[config.mk]
export PLATFORM = sky130hd
export DESIGN_NAME = cu_phase_seq
export DESIGN_NICKNAME = d
export VERILOG_FILES = /design/src/rtl/cu_phase_seq.sv
export SDC_FILE = /design/constraint.sdc
export NUM_CORES = 1
export LEC_CHECK = 0
export CORE_MARGIN = 3
export CORE_UTILIZATION = 46
export CTS_BUF_LIST = sky130_fd_sc_hd__clkbuf_8
export CTS_CLUSTER_SIZE = 10
export DETAILED_ROUTE_END_ITERATION = 10
export PLACE_DENSITY = 0.82
export SLEW_MARGIN = 20
export SYNTH_ARGS = -nofsm -noshare
export SYNTH_HDL_FRONTEND = slang
export SYNTH_SLANG_ARGS = --single-unit
[constraint.sdc]
create_clock -name clk -period 4 [get_ports clk]
set_clock_uncertainty 0.05 [all_clocks]
set_input_delay 0.8 -clock clk [delete_from_list [all_inputs] [get_ports clk]]
set_output_delay 0.8 -clock clk [all_outputs]
set_load 0.02 [all_outputs]
[src/rtl/cu_phase_seq.sv]
// cu_phase_seq: multicycle phase sequencer and instruction-class decoder
//   in : clk, clr (sync, active-high), Op/IRFunc (IR fields), OV (ALU overflow), mem_rdy
//   out: P0..P4 one-hot phases, P idle/halt, Func ALU code, OP00/IRFunc22 decodes,
//        ov_abort pulse, illegal (sticky), instr_cnt retired-instruction counter
module cu_phase_seq #(
  parameter int          CNT_W    = 16,
  parameter logic [5:0]  ADD_FUNC = 6'b100000,
  parameter logic [5:0]  SUB_FUNC = 6'b100010
) (
  input  logic             clk,
  input  logic             clr,
  input  logic [5:0]       Op,
  input  logic [5:0]       IRFunc,
  input  logic             OV,
  input  logic             mem_rdy,
  output logic             P0,
  output logic             P1,
  output logic             P2,
  output logic             P3,
  output logic             P4,
  output logic             P,
  output logic [5:0]       Func,
  output logic             OP00,
  output logic             IRFunc22,
  output logic             ov_abort,
  output logic             illegal,
  output logic [CNT_W-1:0] instr_cnt
);
  typedef enum logic [2:0] {IDLE, S0, S1, S2, S3, S4, HALT} state_t;
  state_t r_state, w_next;
  logic [5:0] r_ph;
  logic r_ov_abort, r_illegal;
  logic [CNT_W-1:0] r_cnt;
  logic w_rt, w_lw, w_sw, w_ad, w_beq, w_j, w_br, w_mem, w_known, w_trap, w_abort, w_retire;
  assign w_rt    = Op == 6'b000000;
  assign w_lw    = Op == 6'b100011;
  assign w_sw    = Op == 6'b101011;
  assign w_ad    = Op == 6'b001000;
  assign w_beq   = Op == 6'b000100;
  assign w_j     = Op == 6'b000010;
  assign w_br    = w_beq | w_j;
  assign w_mem   = w_lw | w_sw;
  assign w_known = w_rt | w_mem | w_ad | w_br;
  // only add/sub R-types and addi can overflow-trap
  assign w_trap  = (w_rt & (IRFunc == ADD_FUNC | IRFunc == SUB_FUNC)) | w_ad;
  assign w_abort = r_state == S2 & ~w_br & w_trap & OV;
  assign w_retire = r_state == S4 | (r_state == S2 & w_br) | (r_state == S3 & w_sw & mem_rdy);
  always_comb begin
    w_next = r_state == IDLE ? S0 :
             r_state == S0   ? (mem_rdy ? S1 : S0) :
             r_state == S1   ? (w_known ? S2 : HALT) :
             r_state == S2   ? ((w_br | (w_trap & OV)) ? S0 : S3) :
             r_state == S3   ? (!w_mem ? S4 : !mem_rdy ? S3 : w_sw ? S0 : S4) :
             r_state == S4   ? S0 : HALT;
  end
  // strobes are registered alongside the state so they come straight from flops
  always_ff @(posedge clk) begin
    if (clr) begin
      r_state    <= IDLE;
      r_ph       <= 6'b100000;
      r_ov_abort <= 1'b0;
      r_illegal  <= 1'b0;
      r_cnt      <= '0;
    end else begin
      r_state    <= w_next;
      r_ph       <= {w_next == IDLE | w_next == HALT, w_next == S4, w_next == S3,
                     w_next == S2, w_next == S1, w_next == S0};
      r_ov_abort <= w_abort;
      r_illegal  <= r_illegal | (r_state == S1 & ~w_known);
      r_cnt      <= r_cnt + CNT_W'(w_retire);
    end
  end
  assign {P, P4, P3, P2, P1, P0} = r_ph;
  assign ov_abort  = r_ov_abort;
  assign illegal   = r_illegal;
  assign instr_cnt = r_cnt;
  assign Func      = w_rt ? IRFunc : (w_mem | w_ad) ? ADD_FUNC : w_beq ? SUB_FUNC : 6'b000000;
  assign OP00      = w_rt;
  assign IRFunc22  = IRFunc == ADD_FUNC;
endmodule

# Word level (Yosys, flattened, before mapping)
# Cells that the tools add are included.
[word_totals] inputBits=16 reg_bits=27 elab_cells=66 output_inout_bits=32
[op_classes] muxes=15 reduce_logical=3 bitwise=24 n_addsub=1 eq_ne=18
[ops] cell="two-way mux 3 bit" n=11
[ops] cell="equality test 6 bit, second input constant" n=4
[ops] cell="two-way mux 6 bit" n=3
[ops] cell="adder 16 x 1 -> 16 bit" n=1
[ops] cell="equality test 3 bit, second input constant" n=5
[ops] cell="OR 1 bit" n=13
[ops] cell="equality test 3 x 2 -> 1 bit, second input constant" n=4
[ops] cell="bitwise AND 1 bit" n=9
[ops] cell="equality test 3 x 1 -> 1 bit, second input constant" n=2
[ops] cell="equality test 6 x 2 -> 1 bit, second input constant" n=1
[ops] cell="equality test 6 x 3 -> 1 bit, second input constant" n=1
[ops] cell="equality test 6 x 4 -> 1 bit, second input constant" n=1
[ops] cell="zero test 3 bit" n=2
[ops] cell="zero test 6 bit" n=1
[ops] cell="two-way mux 2 bit" n=1
[ops] cell="NOT 1 bit" n=2

# Logic depth before layout (Yosys ltp)
[logic_depth] depth_word=13 mapped_depth=10 ltp_nobuf=9

# Worst setup path before layout
# Ideal clock, no wire load.
[synth_path] path_type="input to register" start="in Op[5]" end="reg r_cnt[13] (netlist: instr_cnt[13])" slack_ps=798 arrival_time_ps=3032 setup_ps=121 path_stages=8 path_buffers=0 cell_sequence="or3_2 > nor3_1 > a32o_1 > ha_1 > and4_1 > nor4b_1 > nand3_1 > mux2_2"
[synth_between] elab_chain_cells=6
[synth_rtl] element="from (decl)" line_no="12" source="input logic [5:0] Op,"
[synth_rtl] element="equality test 6 x 3 -> 1 bit or equality test 6 x 2 -> 1 bit (tied branches)" line_no="39, 40"
[synth_rtl] element="OR 1 bit" line_no="41" source="assign w_br = w_beq | w_j;"
[synth_rtl] element="bitwise AND 1 bit" line_no="47" source="assign w_retire = r_state == S4 | (r_state == S2 & w_br) | (r_state == S3 & w_sw & mem_rdy);"
[synth_rtl] element="OR 1 bit" line_no="47"
[synth_rtl] element="OR 1 bit *" line_no="47"
[synth_rtl] element="adder 16 x 1 -> 16 bit *" line_no="70" source="r_cnt <= r_cnt + CNT_W'(w_retire);"
[synth_rtl] element="to (signal assigned)" line_no="70"
[synth_rtl] element="to (decl)" line_no="33" source="logic [CNT_W-1:0] r_cnt;"
# Every way passes the cells marked *; elsewhere a longest branch is shown, timed or not.
# A chain may end at the register's enable or synchronous reset.

# Worst setup path in the final report
[layout_path] start="in Op[4]" end="out Func[0]"
[layout_between] elab_chain_cells=5
[layout_rtl] element="equality test 6 bit, on equally long branches" line_no="36, 37"
[layout_rtl] element="OR 1 bit" line_no="42" source="assign w_mem = w_lw | w_sw;"
[layout_rtl] element="OR 1 bit" line_no="77" source="assign Func = w_rt ? IRFunc : (w_mem | w_ad) ? ADD_FUNC : w_beq ? SUB_FUNC : 6'b000000;"
[layout_rtl] element="two-way mux 6 bit" line_no="77"
[layout_rtl] element="two-way mux 6 bit *" line_no="77"
[layout_rtl] element="to (decl)" line_no="22" source="output logic [5:0] Func,"
# Marked as above.

==> flow_summary.yaml <==
setup_path:
  critPathSlowestCell: "clkdlybuf4s50_1"
  cpMostUsedCell: "clkdlybuf4s50_1"
  cpPeakStageDelay_ns: 0.60
  cp-start-kind: "input pin"
  cp.arrival_ns: 2.93
  cp_top_family: "buffers and inverters"
  endpoint_kind: "output port"
  cp_cell_sequence: "clkdlybuf4s50_1, or4_4, nor3_1, buf_4, and2_1, clkdlybuf4s50_1"
  crit_type: "in -> out"
  cp_num_cells: 6
  crit_fanout: 6
  r2r_slack_ns: 1.38
  crit_buf_inv: 3
  cp.required_ns: 3.15
  r2r_cells: 9
synth:
  ys_types: 43
  ys_warn_count: 0
  syn-instance-count: 148
  syn-cell-area_um2: 1330
  seq_area_frac_synth_pct: 40.7
  syn_avg_cell_area_um2: 8.97
  synth_nets: 166
  synth_top_area_share_pct: 40.7
  synth.top_cells.by_area: "dfxtp_1, nor2_1, xor2_1, xnor2_1, and2_1"
  synth_largest_area_cell: "dfxtp_1"
  ys_ff_latch: 27
flow_run:
  drv_cap: 0
timing:
  max_slew_margin_pct: 42.6
  hold_viol_final: 0
  report.final.slew_viol_count: 0
  setup_violations: 0
  rsz0062_at_grt: "false"
  setup_tns_ns: 0
  min_period_ns: 3.78
  finalCritPeriodShare_pct: 94.5
  tightest_slew_ns: 0.858
  max_freq_ghz: 0.265
grt:
  use_met1_pct: 22.9
  antenna_found_initial: 0
  grt_remaining_overflow: 0
  grtUsageMet2_pct: 32.6
  grt_pass1_vias: 1173
  grt_pass1_wl_um: 5160
  grt_most_used_layer: "met2"
  met3_usage_pct: 4.75
  track_usage_pct: 18.5
  grt_max_degree: 26
clock_tree:
  cts_buffers: 3
  post_cts_buffers: 0
  cts_tree: "yes"
  cts_resized: 0
  clock_sinks: 27
  path_clk_slew_ns: 0.08
  htree_levels: 1
  clock_path_buffers: 2
  cts_root_buf: "clkbuf_8"
  hold_buffers: 0
  clk_latency_ns: 0.26
finish:
  final_cell_mix: "clkdlybuf4s50_1, dfxtp_1, nor2_1"
  antennaDiodeCount: 0
  final_common_cell: "clkdlybuf4s50_1"
  fillCellCount: 206
  drive_gt1_share_pct: 8.08
  fin_nets: 217
  areaGrowthSynthToFinish_pct: 42.1
  layoutNonFillerInstCount: 228
placed_design:
  gp_congestion: 0.814
  io_buffers: 47
  hpwlAfterDp_um: 2450
  dpl.cell_count: 224
floorplanning:
  io_pins: 48
  die_h_um: 59.7
  chipWidth_um: 59.7
  fp-row-count: 18
  core-area_um2: 2610
  die_area_um2: 3570
  initial_core_util_pct: 50.8
detailed_routing:
  via_count: 1256
  dr.pass1.iters: 4
  drc: 0
  wirelength_um: 3110
  antenna_left: 0
  drt-initial-drc-count: 74
  vias_per_cell: 5.51
  wl_per_cell_um: 13.6
pwr:
  p_per_area_nw_per_um2: 267
  peakVddDrop_mv: 0.267
  p_leak_nw: 0.680
min_path:
  hold_path_class: "reg -> reg"
  hold_depth: 2
outcome:
  status: "finished, final reports clean"
worst reg2reg max path: stages (launching register included):
cell and delay [ns]:
dfxtp_1 0.38, nand3b_1 0.18, o32ai_1 0.42, a32o_1 0.20
ha_1 0.19, and4_1 0.27, nor4b_1 0.28, buf_4 0.19
nand3_1 0.08, mux2_2 0.28
cell usage after synthesis:
master	instances
nand3_1	7
nand2b_1	2
and2_1	6
nor4_1	5
nand4_1	4
and4_1	3
and4b_2	1
nand2_1	6
o32a_1	1
ha_1	2
buf_2	1
o32ai_2	1
inv_1	8
nor2b_1	3
or3b_2	1
a21o_1	1
a22oi_1	1
o2111ai_1	1
a21oi_1	6
xnor2_1	6
nor4bb_1	1
a21boi_1	1
o41ai_2	1
o21bai_1	1
or2b_4	1
a2111oi_0	1
dfxtp_1	27
a31o_2	1
nor3_1	4
a32o_1	1
clkbuf_1	3
or4_4	2
o31ai_1	1
o32ai_1	1
nor2_1	20
mux2_2	1
nand3b_1	1
or3_2	1
a2bb2oi_1	1
and3b_1	1
nand4b_1	1
xor2_1	7
nor4b_1	3
per-layer routing:
metal  wire (um)  share of wire, %
met4          13              0.42
met1        1290                42
met3         165               5.3
met2        1640                53
met5           0                 0
per-stage QoR:
stage	power (mW)	worst slack [ns]	hold WS (ns)	utilization, %	area [um^2]
global placement	0.365	0.288	0.403	70.5	1840
finish	0.504	0.221	0.430	72.2	1890
detailed placement	0.367	0.235	0.418	70.5	1840
global route	0.531	0.134	0.498	72.2	1890
CTS	0.511	0.231	0.441	72.2	1890
floorplan	0.329	0.798	0.504	-	1330
worst paths after layout:
| kind | end | startpoint |
|---|---|---|
| min reg2reg | illegal$_SDFF_PP0_ | illegal$_SDFF_PP0_ |
| min | illegal$_SDFF_PP0_ | illegal$_SDFF_PP0_ |
| max | Func[0] | Op[4] |
| max reg2reg | instr_cnt[13]$_SDFF_PP0_ | r_state[1]$_SDFF_PP0_ |
where the power goes:
part | total, mW | switching [mW] | internal, mW
Combinational | 0.0783 | 0.0386 | 0.0397
Sequential | 0.283 | 0.00653 | 0.276
Clock | 0.143 | 0.0745 | 0.0685
kinds of logic after synthesis:
group / after synthesis / share of synthesized area (%)
AO/OA/AOI/OAI: 20 / 12.3
XOR/XNOR: 13 / 8.58
adder cells (fa/ha/maj): 2 / 1.88
buffers and inverters: 12 / 3.49
flip-flops: 27 / 40.7
multiplexers: 1 / 0.848
AND/OR/NAND/NOR: 73 / 32.1
cell type report:
class                   instances  area, um^2  area share (%)
clock buffers                   3        41.3            2.19
clock inverters                 1        3.75           0.199
inverters                       8        30.0            1.59
multi-input cells             109         741            39.3
flip-flops and latches         27         541            28.6
well taps                      30        37.5            1.99
repair buffers                 50         493            26.1
sequential cells by signal, indices dropped and copies added, names as in the netlist:
register,cells
ov_abort,1
instr_cnt,16
r_state,3
r_ph,6
illegal,1
Power figures use the tool's default switching activity.
